## src/rtl/peak_finder.sv

```systemverilog
// rtl/peak_finder.sv - threshold-crossing peak extractor with dead time
// Emits one amplitude/timestamp record per pulse above threshold.
module peak_finder #(
   parameter int SIZE_DATA  = 16,
   parameter int SIZE_TIME  = 16,
   parameter int DEAD_TIME  = 8,
   parameter int MAX_WIDTH  = 64,
   parameter int SIZE_COUNT = 16
) (
   input  logic                  clk,
   input  logic                  reset,
   input  logic [SIZE_DATA-1:0]  input_data,
   input  logic [SIZE_DATA-1:0]  threshold,
   output logic [SIZE_DATA-1:0]  peak_amplitude,
   output logic [SIZE_TIME-1:0]  peak_time,
   output logic                  peak_overflow,
   output logic                  peak_valid,
   output logic                  busy,
   output logic [SIZE_COUNT-1:0] event_count
);

   localparam logic [1:0] S_IDLE  = 2'd0;
   localparam logic [1:0] S_ABOVE = 2'd1;
   localparam logic [1:0] S_DEAD  = 2'd2;

   localparam int WW = $clog2(MAX_WIDTH + 1);
   localparam int DW = (DEAD_TIME > 0) ? $clog2(DEAD_TIME + 1) : 1;
   localparam logic [WW-1:0] MAX_W     = WW'(MAX_WIDTH);
   localparam logic [WW-1:0] WIDTH_ONE = WW'(1);
   localparam logic [DW-1:0] DEAD_INIT = DW'(DEAD_TIME);
   localparam logic [DW-1:0] DEAD_ONE  = DW'(1);

   logic [1:0]           state;
   logic [SIZE_TIME-1:0] time_cnt;
   logic [SIZE_DATA-1:0] max_val;
   logic [SIZE_TIME-1:0] max_t;
   logic [WW-1:0]        width;
   logic [DW-1:0]        dead_cnt;
   logic                 above;
   logic                 close_event;

   assign above       = (input_data > threshold);
   // The closing sample never contributes to the record, even on overflow.
   assign close_event = (state == S_ABOVE) && (!above || (width == MAX_W));
   assign busy        = (state != S_IDLE);

   always_ff @(posedge clk or posedge reset) begin
      if (reset) begin
         state          <= S_IDLE;
         time_cnt       <= '0;
         max_val        <= '0;
         max_t          <= '0;
         width          <= '0;
         dead_cnt       <= '0;
         peak_amplitude <= '0;
         peak_time      <= '0;
         peak_overflow  <= 1'b0;
         peak_valid     <= 1'b0;
         event_count    <= '0;
      end else begin
         time_cnt   <= time_cnt + 1'b1;
         peak_valid <= 1'b0;
         case (state)
            S_IDLE: begin
               if (above) begin
                  state   <= S_ABOVE;
                  max_val <= input_data;
                  max_t   <= time_cnt;
                  width   <= WIDTH_ONE;
               end
            end
            S_ABOVE: begin
               if (close_event) begin
                  peak_amplitude <= max_val;
                  peak_time      <= max_t;
                  peak_overflow  <= above;
                  peak_valid     <= 1'b1;
                  if (event_count != '1) begin
                     event_count <= event_count + 1'b1;
                  end
                  if (DEAD_TIME == 0) begin
                     state <= S_IDLE;
                  end else begin
                     state    <= S_DEAD;
                     dead_cnt <= DEAD_INIT;
                  end
               end else begin
                  width <= width + 1'b1;
                  // Strict compare keeps the earliest timestamp on a plateau.
                  if (input_data > max_val) begin
                     max_val <= input_data;
                     max_t   <= time_cnt;
                  end
               end
            end
            S_DEAD: begin
               dead_cnt <= dead_cnt - 1'b1;
               if (dead_cnt == DEAD_ONE) begin
                  state <= S_IDLE;
               end
            end
            default: state <= S_IDLE;
         endcase
      end
   end

endmodule

```

## config.mk

```make
export PLATFORM = sky130hd
export DESIGN_NAME = peak_finder
export DESIGN_NICKNAME = d
export VERILOG_FILES = /design/src/rtl/peak_finder.sv
export SDC_FILE = /design/constraint.sdc
export NUM_CORES = 1
export LEC_CHECK = 0
export CAP_MARGIN = 20
export CORE_MARGIN = 5
export CORE_UTILIZATION = 35
export DETAILED_ROUTE_END_ITERATION = 7
export RECOVER_POWER = 25
export SLEW_MARGIN = 10
export SYNTH_ARGS = -nofsm -noshare
export SYNTH_HDL_FRONTEND = slang
export SYNTH_SLANG_ARGS = --single-unit
```

## constraint.sdc

```tcl
create_clock -name clk -period 11.4 [get_ports clk]
set_clock_uncertainty 0.15 [all_clocks]
set_input_delay 2.28 -clock clk [delete_from_list [all_inputs] [get_ports clk]]
set_output_delay 2.28 -clock clk [all_outputs]
set_load 0.02 [all_outputs]
```

### After elaboration in Yosys (flattened, before gate mapping)

Cells that the tools add are included.

| operators by class | value |
|---|---|
| $add $sub $neg | 4 |
| eq/ne operators | 10 |
| mux-type cells | 19 |
| reduce and logical (&&, ||, !) cells | 13 |
| order comparisons | 2 |

Operator list:

| cell | number |
|---|---|
| $mux W16 | 6 |
| $pmux W16 S2 | 2 |
| $add A16 B1 Y16 const B | 2 |
| $gt A16 B16 Y1 | 2 |
| $ne A16 B16 Y1 const B | 1 |
| $mux W7 | 2 |
| $pmux W7 S2 | 1 |
| $reduce_and A3 Y1 | 3 |
| $ne A2 B2 Y1 const B | 4 |
| $pmux W4 S2 | 1 |
| $add A7 B1 Y7 const B | 1 |
| $eq A7 B7 Y1 const B | 1 |
| $mux W2 | 3 |
| $pmux W2 S3 | 1 |
| $reduce_bool A2 Y1 | 3 |
| $eq A4 B1 Y1 const B | 1 |
| $mux W4 | 1 |
| $reduce_and A2 Y1 | 2 |
| $reduce_and A4 Y1 | 1 |
| $sub A4 B1 Y4 const B | 1 |
| $eq A2 B1 Y1 const B | 1 |
| $eq A2 B2 Y1 const B | 1 |
| $logic_not A2 Y1 | 1 |
| $mux W1 | 2 |
| 4 further kinds | 4 |

| word-level totals | value |
|---|---|
| word-level logic and storage cells | 59 |
| output and inout port bits | 51 |
| input bits | 34 |
| bits in registers | 111 |

### Longest topological paths before layout

| depth | value |
|---|---|
| depth in word-level cells | 6 |
| mapped depth | 10 |
| gate-level depth less buffers | 8 |

### Worst setup path after synthesis

No wires, ideal clock.

| path | value |
|---|---|
| path kind | input-to-reg |
| start | input threshold[13] |
| end | register peak_time[0] |
| buffers on the path | 2 |
| arrival time | 4.323 ns |
| setup time | 0.125 ns |
| setup slack | 6.802 ns |
| stages on the path | 10 |
| data required time | 11.125 ns |
| path through | inv_1 -> ha_1 -> a21o_1 -> a21o_1 -> a22oi_1 -> a31oi_4 -> a21oi_2 -> buf_4 -> buf_4 -> mux2_4 |

| on the way | value |
|---|---|
| longest elaborated chain between the ends | 5 |

Ends and longest elaborated chain:

| element | RTL line | RTL |
|---|---|---|
| start: declaration | 13 | `input logic [SIZE_DATA-1:0] threshold,` |
| $gt A16 B16 Y1 | 42 | `assign above = (input_data > threshold);` |
| $logic_not A1 Y1 | 44 | `assign close_event = (state == S_ABOVE) && (!above \|\| (width == MAX_W));` |
| $logic_or A1 B1 Y1 | 44 |  |
| $logic_and A1 B1 Y1 | 44 |  |
| $reduce_and A2 Y1 (no line) | -- |  |
| end signal: assignment | 75 | `peak_time <= max_t;` |
| end: declaration | 15 | `output logic [SIZE_TIME-1:0] peak_time,` |

No other way between the ends.
A chain may end at the register's enable or synchronous reset.

### Worst setup path after layout

| path | value |
|---|---|
| start | input input_data[14] |
| end | register peak_amplitude[1] |

| on the way | value |
|---|---|
| longest elaborated chain between the ends | 5 |

Ends and longest elaborated chain:

| element | RTL line | RTL |
|---|---|---|
| start: declaration | 12 | `input logic [SIZE_DATA-1:0] input_data,` |
| $gt A16 B16 Y1 | 42 |  |
| $logic_not A1 Y1 | 44 |  |
| $logic_or A1 B1 Y1 | 44 |  |
| $logic_and A1 B1 Y1 | 44 |  |
| $reduce_and A2 Y1 (no line) | -- |  |
| end signal: assignment | 74 | `peak_amplitude <= max_val;` |
| end: declaration | 14 | `output logic [SIZE_DATA-1:0] peak_amplitude,` |

No other way between the ends.

==> results_dict.tcl <==
set metrics [dict create \
    worstSetupStartpointType "input pin" \
    rsz0062_at_grt "no" \
    violations "capacitance limit, slew limit" \
    instances_no_fill 783 \
    dp_cells 767 \
    cts-root-buf "clkbuf_16" \
    period_minus_slack_ns 5.67 \
    first_global_vias 3964 \
    cts.path.max_buffers 2 \
    slew_headroom_pct -23.4 \
    place_area_um2 6640 \
    die_w_um 136 \
    async_flop_share_pct 100 \
    yosysTopAreaCell "dfrtp_1" \
    cts_setup_buffers 0 \
    ant_nets 0 \
    syn_inst 478 \
    synth.top_cell.area_share_pct 50.0 \
    cts_tree "yes" \
    hpwlAfterDp_um 8480 \
    numCtsBuffers 9 \
    worstSetupEndpointType "flip-flop" \
    clkLatencyLatePin_ns 0.36 \
    mostFrequentLayoutCells "111 x dfrtp_1, 71 x clkdlybuf4s50_1, 41 x inv_1, 40 x mux2_1, 38 x ha_1" \
    cts.sinks 111 \
    multi_input_area_um2 2550 \
    worst_path_largest_cell_delay_ns 0.67 \
    syn-num-nets 550 \
    die_h_um 136 \
    ys_warn_count 0 \
    status "complete, but fails checks" \
    crit_buf_inv 2 \
    io_pins 85 \
    rows 46 \
    drc 0 \
    crit_arrival_ns 5.77 \
    drt_wl_total_um 11500 \
    cp_slowest_cell "a21oi_4" \
    wl_per_cell_um 14.7 \
    initialDrtViolationCount 163 \
    vias 3758 \
    leakage_nw 3.17 \
    preCtsSetupSlack_ns 5.29 \
    cts.clk_slew.worst_paths_ns 0.07 \
    grt_max_degree 72 \
    syn_area_um2 5550 \
    synth_area_leaders "dfrtp_1 50%, ha_1 8.6%, mux2_1 8.1%" \
    worstHoldPathType "reg -> reg" \
    area_delta_synth_final_pct 24.7 \
    grt_overflow 0 \
    fillers 1442 \
    gp_congestion 0.878 \
    grt_pass1_wl_um 19600 \
    yosys_register_bits 111 \
    grt_util_all_layers_pct 13.2 \
    setup_violations 0 \
    antenna_found_initial 0 \
    powerDensity_nw_per_um2 213 \
    crit_fanout 21 \
    ctsHoldBuffers 0 \
    hold_viol 0 \
    critPathRequiredTime_ns 11.49 \
    drv_cap 1 \
    synth.distinct_cells 46 \
    worstMarginPinSlew_ns 1.84 \
    vdd_ir_drop_max_mv 0.151 \
    cts_max_level 3 \
    layout.nets 634 \
    setup_ws_ns 5.73 \
    drv_slew 42 \
    drive_gt1_share_pct 9.70 \
    max_freq_mhz 176 \
    path_cells "clkdlybuf4s50_1 -> ha_1 -> nand4_2 -> nor2_1 -> nor3_1 -> a31oi_4 -> a21oi_4 -> buf_4 -> mux2_2" \
    fin_crit_sh_pct 49.8 \
    viasPerCell 4.80 \
    synth-edff-count 0 \
    cts_resized 0 \
    avgSynthCellArea_um2 11.6 \
    synth-main-ff-cell "dfrtp_1" \
    final_common_cell "dfrtp_1" \
    fin_area_um2 6930 \
    initial_core_util_pct 35.3 \
    first_pass_iters 5 \
    coreArea_um2 15700 \
    setup_tns_ns 0 \
    die_area_um2 18500 \
    critPathKind "in -> reg" \
    place.port_buffers 84 \
    register_area_um2 2780 \
    ys_seq_area_share_pct 50.0 \
    crit_family "compound AO/OA/AOI/OAI gates" \
    insertedDiodeCount 0 \
]
==> worst paths after layout <==
check	startpoint	cells after the start	slack, ns	endpoint
max in group asynchronous	reset	3	6.81	peak_time[9]
max	input_data[14]	9	5.73	peak_amplitude[1]
min reg2reg	time_cnt[15]	1	0.32	time_cnt[15]
max reg2reg	width[3]	5	8.17	peak_amplitude[1]
min	time_cnt[15]	1	0.32	time_cnt[15]
min in group asynchronous	reset	2	2.68	event_count[14]
==> state kept, by name, indices dropped and copies added, names as in the netlist <==
signal	flops
dead_cnt	4
event_count	16
max_t	16
max_val	16
peak_amplitude	16
peak_overflow	1
peak_time	16
peak_valid	1
state	2
time_cnt	16
width	7
==> per-stage QoR <==
step / total power, mW / hold slack (ns) / utilization, %
2_1_floorplan: 0.958 / 0.289 / -
3_3_place_gp: 1.17 / 0.314 / 42.1
3_5_place_dp: 1.20 / 0.308 / 42.3
4_1_cts: 1.51 / 0.325 / 44.1
5_1_grt: 1.58 / 0.363 / 44.1
6_report: 1.48 / 0.320 / 44.1
==> area by class of cell <==
class	instances	share of cell area [%]
Clock buffer	9	3.25
Multi-Input combinational cell	311	36.8
Sequential cell	111	40.1
Tap cell	216	3.90
Clock inverter	7	0.849
Inverter	42	2.29
Timing Repair Buffer	87	12.8
==> cells in the mapped netlist (all sizes together) (2+ instances only) <==
library cell,instances
xnor2,12
nor3b,2
a211oi,4
a31oi,2
a2111oi,3
or4,2
ha,38
nor3,6
a21o,5
nor4,3
and2,2
nand2b,5
xor2,18
nor2,15
and3b,2
nand2,32
inv,42
o211ai,3
mux2i,7
or2,2
and3,9
buf,7
nor2b,4
nand3,23
clkbuf,7
dfrtp,111
a21oi,22
nand4,11
o21ai,6
mux2,66
==> where the power goes <==
part	leakage, nW	internal (mW)	switching (mW)
clock	0.140	0.151	0.150
combinational	1.67	0.283	0.278
sequential	1.36	0.512	0.104
==> routing by layer <==
layer / wire, um / global-route usage, % / share of wire [%] / vias up
li1: - / - / - / 1825
met1: 5410 / 17.1 / 47 / 1865
met2: 5560 / 21.9 / 48 / 58
met3: 424 / 4.15 / 3.7 / 10
met4: 137 / 2.97 / 1.2 / 0
met5: 0 / 0 / 0 / -
==> cell families after synthesis <==
family | after synthesis | share of synthesized area, %
AOI/OAI and AO/OA | 51 | 6.47
xor gates and xnor gates | 30 | 4.73
adders and majority gates | 38 | 8.56
buffers and inverters | 56 | 4.15
DFF | 111 | 50.0
muxes | 73 | 14.9
and+or+nand+nor | 119 | 11.2
Power figures use the tool's default switching activity.
